**src/rtl/rom_dl_router.sv**
```systemverilog
// ROM-download front end: splits the HPS ioctl stream into programmable address
// windows (SDRAM toggle handshake or BRAM strobe), captures core_mod/DIP bytes, drives core reset.
module rom_dl_router #(
    parameter int                     NREG    = 4,
    parameter int                     AW      = 25,
    parameter logic [NREG*AW-1:0]     BASE    = {(NREG*AW){1'b0}},
    parameter logic [NREG*AW-1:0]     LIMIT   = {(NREG*AW){1'b0}},
    parameter logic [NREG-1:0]        ACKMASK = {NREG{1'b1}},
    parameter int                     DIPN    = 8,
    parameter int                     RSTW    = 16
) (
    input  logic                 clk_sys,
    input  logic                 reset,
    input  logic                 ioctl_download,
    input  logic [7:0]           ioctl_index,
    input  logic                 ioctl_wr,
    input  logic [AW-1:0]        ioctl_addr,
    input  logic [7:0]           ioctl_dout,
    output logic                 ioctl_wait,
    input  logic                 user_reset,
    output logic [NREG-1:0]      win_req,
    input  logic [NREG-1:0]      win_ack,
    output logic [NREG-1:0]      win_we,
    output logic [NREG*AW-1:0]   win_addr,
    output logic [7:0]           win_d,
    output logic [1:0]           win_ds,
    output logic [7:0]           core_mod,
    output logic [8*DIPN-1:0]    dip_flat,
    output logic                 rom_loaded,
    output logic                 core_reset,
    output logic                 overrun
);

    typedef enum logic [1:0] {
        IDLE = 2'd0,
        PEND = 2'd1,
        BUSY = 2'd2
    } state_t;

    state_t            state_r;
    state_t            state_nxt_s;
    logic              wr_d_r;
    logic              rom_dl_d_r;
    logic [AW-1:0]     lat_addr_r;
    logic [7:0]        lat_d_r;
    logic [NREG-1:0]   lat_hit_r;
    logic [RSTW-1:0]   cnt_r;

    logic              rom_dl_s;
    logic              wr_edge_s;
    logic              ev_rom_s;
    logic              ev_mod_s;
    logic              ev_dip_s;
    logic [NREG-1:0]   hit_s;
    logic [NREG-1:0]   acked_s;
    logic              ready_s;
    logic              latch_s;
    logic              issue_s;

    assign rom_dl_s   = ioctl_download & (ioctl_index == 8'd0);
    assign wr_edge_s  = ioctl_wr & ~wr_d_r;
    assign ev_rom_s   = rom_dl_s & wr_edge_s;
    assign ev_mod_s   = ioctl_download & (ioctl_index == 8'd1) & wr_edge_s;
    assign ev_dip_s   = ioctl_download & (ioctl_index == 8'd254) & wr_edge_s
                        & (ioctl_addr < AW'(DIPN));
    // Only windows that wait on the SDRAM side gate progress; the registered req is the reference.
    assign acked_s    = lat_hit_r & ACKMASK;
    assign ready_s    = ((win_req ^ win_ack) & acked_s) == {NREG{1'b0}};
    assign ioctl_wait = (state_r != IDLE);

    // Window decode of the live address
    always_comb begin
        hit_s = {NREG{1'b0}};
        for (int i = 0; i < NREG; i++) begin
            hit_s[i] = (ioctl_addr >= BASE[i*AW +: AW]) && (ioctl_addr < LIMIT[i*AW +: AW]);
        end
    end

    // FSM state register
    always_ff @(posedge clk_sys) begin
        if (reset) begin
            state_r <= IDLE;
        end else begin
            state_r <= state_nxt_s;
        end
    end

    // FSM next state and latch/issue controls
    always_comb begin
        state_nxt_s = state_r;
        latch_s     = 1'b0;
        issue_s     = 1'b0;
        case (state_r)
            IDLE: begin
                if (ev_rom_s && (hit_s != {NREG{1'b0}})) begin
                    latch_s     = 1'b1;
                    state_nxt_s = PEND;
                end else begin
                    state_nxt_s = IDLE;
                end
            end
            PEND: begin
                if (ready_s) begin
                    issue_s     = 1'b1;
                    state_nxt_s = (acked_s != {NREG{1'b0}}) ? BUSY : IDLE;
                end else begin
                    state_nxt_s = PEND;
                end
            end
            BUSY: begin
                if (ready_s) begin
                    state_nxt_s = IDLE;
                end else begin
                    state_nxt_s = BUSY;
                end
            end
            default: begin
                state_nxt_s = IDLE;
            end
        endcase
    end

    // Write capture, window issue and overrun tracking
    always_ff @(posedge clk_sys) begin
        if (reset) begin
            wr_d_r     <= 1'b0;
            lat_addr_r <= {AW{1'b0}};
            lat_d_r    <= 8'd0;
            lat_hit_r  <= {NREG{1'b0}};
            win_req    <= {NREG{1'b0}};
            win_we     <= {NREG{1'b0}};
            win_addr   <= {(NREG*AW){1'b0}};
            win_d      <= 8'd0;
            win_ds     <= 2'b00;
            overrun    <= 1'b0;
        end else begin
            wr_d_r <= ioctl_wr;
            win_we <= {NREG{1'b0}};
            if (latch_s) begin
                lat_addr_r <= ioctl_addr;
                lat_d_r    <= ioctl_dout;
                lat_hit_r  <= hit_s;
            end
            if (issue_s) begin
                win_req <= win_req ^ lat_hit_r;
                win_we  <= lat_hit_r;
                win_d   <= lat_d_r;
                win_ds  <= {lat_addr_r[0], ~lat_addr_r[0]};
                for (int i = 0; i < NREG; i++) begin
                    if (lat_hit_r[i]) begin
                        win_addr[i*AW +: AW] <= lat_addr_r - BASE[i*AW +: AW];
                    end
                end
            end
            if (ev_rom_s && (state_r != IDLE)) begin
                overrun <= 1'b1;
            end
        end
    end

    // core_mod and DIP byte capture
    always_ff @(posedge clk_sys) begin
        if (reset) begin
            core_mod <= 8'd0;
            dip_flat <= {(8*DIPN){1'b0}};
        end else begin
            if (ev_mod_s) begin
                core_mod <= ioctl_dout;
            end
            if (ev_dip_s) begin
                for (int k = 0; k < DIPN; k++) begin
                    if (ioctl_addr == AW'(k)) begin
                        dip_flat[8*k +: 8] <= ioctl_dout;
                    end
                end
            end
        end
    end

    // rom_loaded follows the ROM download edges; a new download revokes it
    always_ff @(posedge clk_sys) begin
        if (reset) begin
            rom_dl_d_r <= 1'b0;
            rom_loaded <= 1'b0;
        end else begin
            rom_dl_d_r <= rom_dl_s;
            if (rom_dl_s && !rom_dl_d_r) begin
                rom_loaded <= 1'b0;
            end else if (!rom_dl_s && rom_dl_d_r) begin
                rom_loaded <= 1'b1;
            end else begin
                rom_loaded <= rom_loaded;
            end
        end
    end

    // Core reset hold counter
    always_ff @(posedge clk_sys) begin
        if (reset) begin
            cnt_r      <= {RSTW{1'b1}};
            core_reset <= 1'b1;
        end else begin
            if (user_reset || !rom_loaded) begin
                cnt_r <= {RSTW{1'b1}};
            end else if (cnt_r != {RSTW{1'b0}}) begin
                cnt_r <= cnt_r - RSTW'(1);
            end else begin
                cnt_r <= cnt_r;
            end
            core_reset <= (cnt_r != {RSTW{1'b0}});
        end
    end

endmodule

```
**config.mk**
```make
export PLATFORM = sky130hd
export DESIGN_NAME = rom_dl_router
export DESIGN_NICKNAME = d
export VERILOG_FILES = /design/src/rtl/rom_dl_router.sv
export SDC_FILE = /design/constraint.sdc
export NUM_CORES = 1
export LEC_CHECK = 0
export BUFFER_PORTS_ARGS = -buffer_cell sky130_fd_sc_hd__buf_2
export CAP_MARGIN = 20
export CORE_MARGIN = 1.5
export CORE_UTILIZATION = 50
export CTS_BUF_LIST = sky130_fd_sc_hd__clkbuf_16
export CTS_CLUSTER_SIZE = 30
export DETAILED_ROUTE_END_ITERATION = 6
export GPL_ROUTABILITY_DRIVEN = 0
export PLACE_DENSITY = 0.86
export SETUP_SLACK_MARGIN = 0.3
export SLEW_MARGIN = 20
export SYNTH_ARGS = -nofsm -noshare
export SYNTH_HDL_FRONTEND = slang
export SYNTH_SLANG_ARGS = --single-unit
```
**constraint.sdc**
```tcl
create_clock -name clk_sys -period 5.6 [get_ports clk_sys]
set_input_delay 1.12 -clock clk_sys [delete_from_list [all_inputs] [get_ports clk_sys]]
set_output_delay 1.12 -clock clk_sys [all_outputs]
set_load 0.01 [all_outputs]
```
==> metrics.md, run 1 <==
| Metric | Value |
|---|---|
| R2R setup slack | `3.23 ns` |
| Most used DFF post-synth | `dfxtp_1` |
| Commonest non-fill, non-tap cell in the layout | `conb_1` |
| Worst setup path category | `primary input to register` |
| Post-DP HPWL | `7780 um` |
| Clock Sinks | `92` |
| Fin. max-slew vios | `0` |
| PwrDens | `244 mW/mm^2` |
| Unrepaired setup endpoints after global routing | `false` |
| M1 wire length | `4450 um` |
| Peak supply drop | `154 uV` |
| Routed Antenna Nets | `0` |
| I/O pin total | `244` |
| DR iter-0 viols | `86` |
| Fmax | `0.340 GHz` |
| Die footprint | `0.0107 sq mm` |
| Clk root buf | `clkbuf_16` |
| CP Cell Sequence | `buf_2 -> or4_4 -> nor4_4 -> nand4_4 -> mux2i_1` |
| Reg2reg end | `dip_flat[17]$_SDFFE_PP0P_` |
| Vias | `3,501` |
| Maximum root-to-sink buffer count | `2` |
| CP max-delay cell | `nor4_4` |
| Num CTS Buffers | `9` |
| Hold violation total from the final report | `0` |
| Static leakage | `0.00299 uW` |
| Maximum fanout along the worst path | `8` |
| Die width | `104 um` |
| Port Buffers | `119` |
| Final Critical Period | `2.94 ns` |
| Fin Clk Skew | `0.0118 ns` |
| Setup crit end kind | `register` |
| Reg clk slew, reported paths | `0.07 ns` |
| Total wire length | `10,500 um` |
| Fraction of layout cells with a size suffix above 1 | `31.1%` |
| Vias in the first global route | `3,285` |
| CP startpoint | `ioctl_addr[24]` |
| Hold path startpoint | `rom_dl_d_r$_SDFF_PP0_` |
| Antenna violations before repair | `0` |
| Setup repair bufs after CTS | `0` |
| Worst hold path type | `register to register` |
| Die Ht | `104 um` |
| GRT Util Overall | `19.2%` |
| Final setup vio count | `0` |
| Vias per Instance | `4.63` |
| Largest net degree at the start of global routing | `86` |
| Syn Std Cell Area | `0.00505 sq mm` |
| Most frequent cells in the layout | `conb_1, buf_2, dfxtp_1` |
| Outcome | `finished, final reports clean` |
| Setup_tns | `0 ns` |
| Seq/Total Area, Yosys | `36.4%` |
| CTS tree | `done` |
| Crit-path max cell delay | `0.76 ns` |
| Initial Util | `51.7%` |
| CTS Hold Buffers Added | `0` |
| Met3 WL | `638 um` |
| Worst setup SP type | `primary input` |
| Actual slew at the worst max-slew pin | `1.00 ns` |
| Global-route wire length before repair | `16,500 um` |
| Worst reg2reg startpoint | `wr_d_r$_SDFF_PP0_` |
| 1st-pass router iterations | `4` |
| Critical Path AT | `3.20 ns` |
| Cell area after layout | `0.00554 sq mm` |
| CTS H-Tree Depth | `3` |
| Worst path required time | `5.86 ns` |
| Syn Inst Count | `510` |
| Slew Limit Headroom | `32.7%` |
| Min Hold Slack | `0.473 ns` |
| Clock Latency Late Sink | `0.34 ns` |
| Layout area overhead | `9.71%` |
| Max Cap Viol | `0` |
| Number of synthesized flops with an enable pin | `0` |
| DP Area | `0.00524 sq mm` |
| End of the critical path | `dip_flat[31]$_SDFFE_PP0P_` |
| DRC Markers | `0` |
| Max Used Layer | `met4` |
| Core area | `0.00977 sq mm` |
| Met2 wire length | `5250 um` |
| Reg2reg path depth | `4` |
| Post-CTS sizing | `0` |
| Number of synthesized register bits | `92` |
| Grt ovf | `0` |
| Wirelength per Cell | `13.9 um` |
| Asr flop ratio synth | `0%` |
| Ant diodes | `0` |
| Yosys warning total | `0` |
| Post-route clock period utilization | `52.5%` |
| Mean Syn Cell Area | `9.91 sq um` |
| Row cnt | `36` |
| Layout Nets | `670` |
| Netlist cell types | `43` |
## cells by family after synthesis
kind of cell	count (synthesis)	synth area share, %
AND/OR/NAND/NOR	174	25.6
other	1	0.0742
multiplexers	72	14.3
buffers and inverters	147	20.7
adder cells (fa/ha/maj)	2	0.495
AO/OA/AOI/OAI	21	2.33
XOR/XNOR	1	0.173
flip-flops	92	36.4
## worst min-delay path by stage
stage	end	slack, ns	depth (start not counted)
6_report	rom_loaded$_SDFFE_PP0P_	0.47	2
5_1_grt	rom_loaded$_SDFFE_PP0P_	0.50	2
4_1_cts	rom_loaded$_SDFFE_PP0P_	0.48	2
3_5_place_dp	rom_loaded$_SDFFE_PP0P_	0.46	2
3_3_place_gp	rom_loaded$_SDFFE_PP0P_	0.44	2
2_1_floorplan	rom_loaded$_SDFFE_PP0P_	0.43	2
## registers in the layout (all words and copies together) (netlist names)
name	flops
dip_flat	64
cnt_r	16
core_mod	8
core_reset	1
rom_dl_d_r	1
rom_loaded	1
wr_d_r	1
## per-layer routing
layer	up-vias	track usage, %
met5	-	0
met4	0	6.25
met3	16	3.78
met2	141	34.4
met1	1647	23.0
li1	1697	-
## synth_stat cells, types with 4 or more instances
cell type	number	area (sq um)
nor4_1	6	37.5
and3_1	6	37.5
clkbuf_1	12	45.0
nand4_4	6	128
or2b_2	39	342
or4_1	7	52.6
mux2i_1	72	721
nor3_1	10	50.1
nand3_1	7	35.0
or2_2	4	25.0
clkbuf_4	8	60.1
a21oi_1	6	30.0
o21ai_0	11	55.1
nand2_1	9	33.8
nor2_1	15	56.3
buf_4	120	901
inv_1	5	18.8
dfxtp_1	92	1840
nand4_1	4	25.0
nand2b_1	33	206
or3_1	5	31.3
## power by group
| part | total [uW] | internal, uW | switching, uW |
|---|---|---|---|
| clock | 607 | 348 | 259 |
| sequential | 655 | 654 | 0.194 |
| combinational | 91.5 | 22.5 | 69.0 |
## critical path, delay by kind of cell
family	cells	cell delay, ns
mux	1	0.27
buf+inv	1	0.10
simple gates	3	1.70
## final cells by class
class                      count  area (sq um)
clock inverter                 7          75.1
tap                          133           166
timing repair buffer         120           603
multi-input combinational    390          2610
clock buffer                   9           225
fill                         865          4230
inverter                       5          18.8
sequential                    92          1840
## through the flow
stage | utilization, % | power (uW) | std cells | setup WS, ns
2_1_floorplan | - | 797 | 629 | 2.64
3_3_place_gp | 53.6 | 758 | 740 | 2.34
3_5_place_dp | 53.6 | 760 | 740 | 2.27
4_1_cts | 56.7 | 1370 | 756 | 2.61
5_1_grt | 56.7 | 1400 | 756 | 2.53
6_report | 56.7 | 1350 | 756 | 2.66
Note: power is estimated with default switching activity, not from simulation.
==> run 2: changes to the inputs <==
--- a/config.mk
+++ b/config.mk
@@ -8,12 +8,12 @@
 export BUFFER_PORTS_ARGS = -buffer_cell sky130_fd_sc_hd__buf_2
 export CAP_MARGIN = 20
 export CORE_MARGIN = 1.5
-export CORE_UTILIZATION = 50
+export CORE_UTILIZATION = 47
 export CTS_BUF_LIST = sky130_fd_sc_hd__clkbuf_16
 export CTS_CLUSTER_SIZE = 30
 export DETAILED_ROUTE_END_ITERATION = 6
 export GPL_ROUTABILITY_DRIVEN = 0
-export PLACE_DENSITY = 0.86
+export PLACE_DENSITY = 0.81
 export SETUP_SLACK_MARGIN = 0.3
 export SLEW_MARGIN = 20
 export SYNTH_ARGS = -nofsm -noshare
==> constraint.sdc (replaced) <==
create_clock -name clk_sys -period 3 [get_ports clk_sys]
set_input_delay 0.6 -clock clk_sys [delete_from_list [all_inputs] [get_ports clk_sys]]
set_output_delay 0.6 -clock clk_sys [all_outputs]
set_load 0.01 [all_outputs]
==> run 2 against run 1 <==
  * Cell area grew 0.14%
  * Power increased by 83%
  * Non-clock buffer count grew 3
  * Largest power group unchanged
  * Final cell count increased by 0.66%
  * Core utilization is 3.2 points lower
  * Clock power rose by 78%
  * First-iteration DRC count grew 58%
  * Sequential power increased by 86%
  * Clock-buffer cell count unchanged
==> metrics.md, run 2 (synthesized netlist as in run 1, its figures left out) <==
| Metric | Value |
|---|---|
| Outcome | `finished, final reports clean` |
| Grt ovf | `0 (unchanged)` |
| DR iter-0 viols | `136 (+58%)` |
| Setup repair bufs after CTS | `0 (unchanged)` |
| Footprint of the multi-input gates | `0.00261 sq mm (unchanged)` |
| CP Cell Sequence | `inv_1 -> ha_1 -> nor4b_1 -> nand4_1 -> or2_2` |
| Layout Nets | `673 (+0.45%)` |
| Setup_tns | `0 ns (unchanged)` |
| Clock Latency Late Sink | `0.33 ns (about the same)` |
| Vias in the first global route | `3,172 (-3.4%)` |
| Worst hold path type | `register to register` |
| Vias | `3,518 (+0.49%)` |
| End of the critical path | `core_reset$_SDFF_PP1_` |
| Ant diodes | `0 (unchanged)` |
| Layout area overhead | `9.85%` |
| Routed Antenna Nets | `0 (unchanged)` |
| CP startpoint | `cnt_r[0]$_SDFFE_PP1P_` |
| Fraction of layout cells with a size suffix above 1 | `31.2% (+0.060 points)` |
| Fill cells | `938 (+8.4%)` |
| Post-DP HPWL | `7790 um (about the same)` |
| Top reg by flops | `dip_flat` |
| CP max-delay cell | `nor4b_1` |
| Largest net degree at the start of global routing | `57 (-34%)` |
| Post-route clock period utilization | `74.5%` |
| Final setup vio count | `0 (unchanged)` |
| Unrepaired setup endpoints after global routing | `false` |
| R2R setup slack | `0.76 ns (-2.47 ns)` |
| Crit-path max cell delay | `0.55 ns (-0.21 ns)` |
| Slew Limit Headroom | `45.8% (+13 points)` |
| Wirelength per Cell | `13.8 um (-0.49%)` |
| Worst hold path depth | `2 (unchanged)` |
| Worst setup path category | `register to register` |
| Fin. max-slew vios | `0 (unchanged)` |
| Antenna violations before repair | `0 (unchanged)` |
| Post-CTS sizing | `0 (unchanged)` |
| Static leakage | `0.00300 uW (+0.39%)` |
| Final Critical Period | `2.24 ns` |
| Reg2reg path depth | `5 (+1)` |
| Die Ht | `107 um (+3.1%)` |
| Die width | `107 um (+3.1%)` |
| Top flop regs | `dip_flat (64), cnt_r (16), core_mod (8)` |
| Clock Sinks | `92 (unchanged)` |
| Worst path required time | `3.21 ns (-2.65 ns)` |
| I/O pin total | `244 (unchanged)` |
| Clk root buf | `clkbuf_16` |
| Max reg flops | `64 (unchanged)` |
| 1st-pass router iterations | `4 (unchanged)` |
| CTS H-Tree Depth | `3 (unchanged)` |
| Worst reg2reg startpoint | `cnt_r[0]$_SDFFE_PP1P_` |
| DRC Markers | `0 (unchanged)` |
| Port Buffers | `119 (unchanged)` |
| Hold violation total from the final report | `0 (unchanged)` |
| Core area | `0.0104 sq mm (+6.1%)` |
| Most frequent cells in the layout | `conb_1, buf_2, dfxtp_1` |
| Reg2reg end | `core_reset$_SDFF_PP1_` |
| Power, Total | `2470 uW (+83%)` |
| Commonest non-fill, non-tap cell in the layout | `conb_1` |
| PwrDens | `445 mW/mm^2 (+83%)` |
| Peak supply drop | `214 uV (+39%)` |
| Die footprint | `0.0114 sq mm (+6.2%)` |
| Maximum root-to-sink buffer count | `2 (unchanged)` |
| Total wire length | `10,500 um (+0.17%)` |
| Num CTS Buffers | `9 (unchanged)` |
| Initial Util | `48.7% (-3.0 points)` |
| GRT Util Overall | `18.1% (-1.1 points)` |
| Global-route wire length before repair | `16,000 um (-3.0%)` |
| Critical Path AT | `2.45 ns (-0.75 ns)` |
| Reg area | `0.00184 sq mm (unchanged)` |
| Max Cap Viol | `0 (unchanged)` |
| Vias per Instance | `4.62 (-0.17%)` |
| Setup crit end kind | `register` |
| CTS Hold Buffers Added | `0 (unchanged)` |
| Worst setup SP type | `register` |
| Actual slew at the worst max-slew pin | `0.813 ns (-0.189 ns)` |
| Fmax | `0.447 GHz` |
| Fin Clk Skew | `0.00735 ns (-0.00444 ns)` |
| Maximum fanout along the worst path | `11 (+3)` |
| Reg clk slew, reported paths | `0.06 ns (about the same)` |
| CTS tree | `done` |
| Row cnt | `37 (+2.8%)` |
run 2: cell types whose count changed in the layout (fill, tap and decap cells not counted):
cell        delta
buf_4          +3
clkinv_1       +1
clkinv_2       +1
clkinv_4       -1
clkinvlp_4     -1
inv_8          -1
run 2: final cells by class:
| cell class | count | area share (%) |
|---|---|---|
| Clock buffer | 9 | 4.06 |
| Sequential cell | 92 | 33.2 |
| Clock inverter | 6 | 1.01 |
| Timing Repair Buffer | 123 | 11.3 |
| Inverter | 5 | 0.338 |
| Tap cell | 136 | 3.07 |
| Multi-Input combinational cell | 390 | 47.1 |
run 2: worst min-delay path by stage:
| stage | from | end | slack [ns] |
|---|---|---|---|
| floorplan | rom_dl_d_r$_SDFF_PP0_ | rom_loaded$_SDFFE_PP0P_ | 0.43 |
| global placement | rom_dl_d_r$_SDFF_PP0_ | rom_loaded$_SDFFE_PP0P_ | 0.44 |
| global route | dip_flat[16]$_SDFFE_PP0P_ | dip_flat[16]$_SDFFE_PP0P_ | 0.49 |
| finish | rom_dl_d_r$_SDFF_PP0_ | rom_loaded$_SDFFE_PP0P_ | 0.47 |
| CTS | rom_dl_d_r$_SDFF_PP0_ | rom_loaded$_SDFFE_PP0P_ | 0.47 |
| detailed placement | rom_dl_d_r$_SDFF_PP0_ | rom_loaded$_SDFFE_PP0P_ | 0.46 |
run 2: power breakdown:
group	internal, uW	switching [uW]	leakage, uW
clock network	633	447	0.000138
logic	42.0	128	0.00212
registers	1220	0.309	0.000742
run 2: metal layers:
metal  track usage [%]  wire (um)  vias to the layer above
li1                  -          -                     1708
met1              22.4       4470                     1654
met2              30.9       5120                      140
met3              3.89        709                       16
met4              6.57        230                        0
met5                 0          0                        -
run 2: worst max-delay path: cells and delay by family, from the launching register on:
family                     cells  cell delay, ns
DFF                            1            0.35
adders and majority gates      1            0.17
buffers and inverters          1            0.09
and+or+nand+nor                3            1.51
run 2: per-stage QoR:
| step | worst slack (ns) | hold WS [ns] | util, % | cell area, sq um | std cells |
|---|---|---|---|---|---|
| global placement | 0.527 | 0.441 | 50.8 | 5270 | 746 |
| global route | 0.481 | 0.490 | 53.5 | 5550 | 761 |
| floorplan | 0.563 | 0.433 | - | 5500 | 629 |
| finish | 0.764 | 0.466 | 53.5 | 5550 | 761 |
| CTS | 0.760 | 0.469 | 53.5 | 5550 | 761 |
| detailed placement | 0.505 | 0.461 | 50.8 | 5270 | 746 |
==> run 3: changes to the inputs <==
==> constraint.sdc (replaced) <==
create_clock -name clk_sys -period 2.25 [get_ports clk_sys]
set_input_delay 0.45 -clock clk_sys [delete_from_list [all_inputs] [get_ports clk_sys]]
set_output_delay 0.45 -clock clk_sys [all_outputs]
set_load 0.01 [all_outputs]
==> run 3 against run 2 <==
  * Via count increased by 3.5%
  * Sequential power increased by 34%
  * Sequential share of layout area decreased by 1.1 points
  * Clock-buffer cell count unchanged
  * Final cell count increased by 1.1%
  * Global-route usage increased by 0.45 points
  * Worst hold slack got worse by 0.10 ns
==> metrics.md, run 3 (synthesized netlist as in run 1, its figures left out) <==
| Metric | Value |
|---|---|
| Outcome | `finished, final reports clean` |
| DR iter-0 viols | `131 (-3.7%)` |
| Core area | `0.0104 sq mm (unchanged)` |
| Initial Util | `48.7% (unchanged)` |
| Max Cap Viol | `0 (unchanged)` |
| Reg2reg end | `cnt_r[10]$_SDFFE_PP1P_` |
| Fmax | `0.519 GHz (+16%)` |
| Setup_tns | `0 ns (unchanged)` |
| PwrDens | `615 mW/mm^2 (+38%)` |
| Fill cells | `913 (-2.7%)` |
| Die Ht | `107 um (unchanged)` |
| GRT Util Overall | `18.6% (+0.45 points)` |
| Vias in the first global route | `3,338 (+5.2%)` |
| Post-DP HPWL | `8020 um (+3.0%)` |
| Reg clk slew, reported paths | `0.06 ns (about the same)` |
| Layout Nets | `680 (+1.0%)` |
| Critical Path AT | `2.19 ns (-0.26 ns)` |
| Maximum fanout along the worst path | `5 (-6)` |
| Final Critical Period | `1.93 ns (-0.310 ns)` |
| Reg2reg path depth | `6 (+1)` |
| Hold path startpoint | `ioctl_dout[2]` |
| Fin. max-slew vios | `0 (unchanged)` |
| Worst reg2reg startpoint | `cnt_r[0]$_SDFFE_PP1P_` |
| Peak supply drop | `308 uV (+44%)` |
| 1st-pass router iterations | `4 (unchanged)` |
| Row cnt | `37 (unchanged)` |
| Cell Count, Final, Fillers Out | `769 (+1.1%)` |
| Clock Sinks | `92 (unchanged)` |
| Top flop regs | `dip_flat (64), cnt_r (16), core_mod (8)` |
| Worst setup SP type | `register` |
| Largest net degree at the start of global routing | `47 (-18%)` |
| Clk root buf | `clkbuf_16` |
| Static leakage | `0.00307 uW (+2.4%)` |
| Footprint of the multi-input gates | `0.00267 sq mm (+2.0%)` |
| Antenna violations before repair | `0 (unchanged)` |
| Top reg by flops | `dip_flat` |
| Setup crit end kind | `register` |
| Cell count after placement | `752 (+0.80%)` |
| Post-route clock period utilization | `85.6% (+11 points)` |
| DRC Markers | `0 (unchanged)` |
| Grt ovf | `0 (unchanged)` |
| Setup WS post-layout | `0.324 ns (-0.440 ns)` |
| Reg area | `0.00184 sq mm (+0.14%)` |
| CP max-delay cell | `or4_1` |
| Unrepaired setup endpoints after global routing | `true` |
| Worst path required time | `2.52 ns (-0.69 ns)` |
| DP Area | `0.00539 sq mm (+2.3%)` |
| CTS tree | `done` |
| Layout area overhead | `13.8%` |
| Vias | `3,642 (+3.5%)` |
| Commonest non-fill, non-tap cell in the layout | `conb_1` |
| Slew Limit Headroom | `57.5% (+12 points)` |
| CTS H-Tree Depth | `3 (unchanged)` |
| Total wire length | `10,800 um (+2.9%)` |
| Clock Latency Late Sink | `0.33 ns (about the same)` |
| Die width | `107 um (unchanged)` |
| Cell area after layout | `0.00575 sq mm (+3.6%)` |
| Num CTS Buffers | `9 (unchanged)` |
| Actual slew at the worst max-slew pin | `0.631 ns (-0.182 ns)` |
| WP buf/inv | `1 (unchanged)` |
| Fraction of layout cells with a size suffix above 1 | `33.6% (+2.4 points)` |
| Hold violation total from the final report | `0 (unchanged)` |
| R2R setup slack | `0.32 ns (-0.44 ns)` |
| CP top delay family | `simple AND/OR/NAND/NOR gates` |
| CTS Hold Buffers Added | `0 (unchanged)` |
| Die footprint | `0.0114 sq mm (unchanged)` |
| Worst hold path type | `primary input to register` |
| I/O pin total | `244 (unchanged)` |
| Post-place setup slack | `0.0455 ns (-0.460 ns)` |
| Worst hold path depth | `3 (+1)` |
| Most frequent cells in the layout | `conb_1, buf_2, dfxtp_1` |
| Crit-path max cell delay | `0.52 ns (-0.03 ns)` |
| Wirelength per Cell | `14.1 um (+1.9%)` |
| Worst hold endpoint | `core_mod[2]$_SDFFE_PP0P_` |
| Fin Clk Skew | `0.00280 ns (-0.00455 ns)` |
| Max reg flops | `64 (unchanged)` |
| Routed Antenna Nets | `0 (unchanged)` |
| Vias per Instance | `4.74 (+2.4%)` |
| Maximum root-to-sink buffer count | `2 (unchanged)` |
| Ant diodes | `0 (unchanged)` |
| Global-route wire length before repair | `16,600 um (+3.6%)` |
| Port Buffers | `119 (unchanged)` |
| Final setup vio count | `0 (unchanged)` |
| Worst setup path category | `register to register` |
| CP Cell Sequence | `inv_2 -> ha_4 -> or3b_4 -> or2_4 -> or4_1 -> nand3_1` |
## run 3: worst min-delay path, stage by stage
cell and delay, ns:
buf_2 0.08, mux2i_1 0.06, nor2_1 0.07
## run 3: stage by stage
step / utilization (%) / hold slack [ns] / power, uW
2_1_floorplan: - / 0.433 / 1980
3_3_place_gp: 52.0 / 0.438 / 1890
3_5_place_dp: 52.0 / 0.446 / 1890
4_1_cts: 55.2 / 0.352 / 3570
5_1_grt: 55.5 / 0.387 / 3660
6_report: 55.5 / 0.363 / 3540
## run 3: layout make-up
class,count,share of cell area (%)
Tap cell,136,2.96
Inverter,5,0.326
Clock buffer,9,3.92
Multi-Input combinational cell,391,46.3
Clock inverter,7,1.87
Sequential cell,92,32.1
Timing Repair Buffer,129,12.5
## run 3: worst max-delay path by stage
stage,from,to,slack [ns],cells past startpoint
6_report,cnt_r[0]$_SDFFE_PP1P_,cnt_r[10]$_SDFFE_PP1P_,0.32,6
4_1_cts,cnt_r[0]$_SDFFE_PP1P_,cnt_r[10]$_SDFFE_PP1P_,0.31,6
3_5_place_dp,ioctl_addr[24],dip_flat[12]$_SDFFE_PP0P_,0.05,6
5_1_grt,cnt_r[0]$_SDFFE_PP1P_,cnt_r[10]$_SDFFE_PP1P_,0.29,6
3_3_place_gp,ioctl_addr[24],dip_flat[10]$_SDFFE_PP0P_,0.08,6
2_1_floorplan,ioctl_addr[24],dip_flat[0]$_SDFFE_PP0P_,-0.04,4
## run 3: what timing repair did
item / 4_1_cts / 5_1_grt
setup buffers: 0 / 0
resized for setup: 0 / 5
setup endpoints to repair: 0 / 19
hold endpoints to repair: 0 / 0
## run 3: power breakdown
group,total [uW],internal [uW],switching (uW)
Clock,1680,1070,608
Sequential,1630,1630,0.590
Combinational,228,59.5,168
## run 3: layer usage
metal  vias up  global-route usage [%]  wire length (um)
li1       1721                       -                 -
met1      1693                    22.3              4510
met2       204                    32.2              5390
met3        24                    2.74               675
met4         0                    9.24               261
met5         -                       0                 0
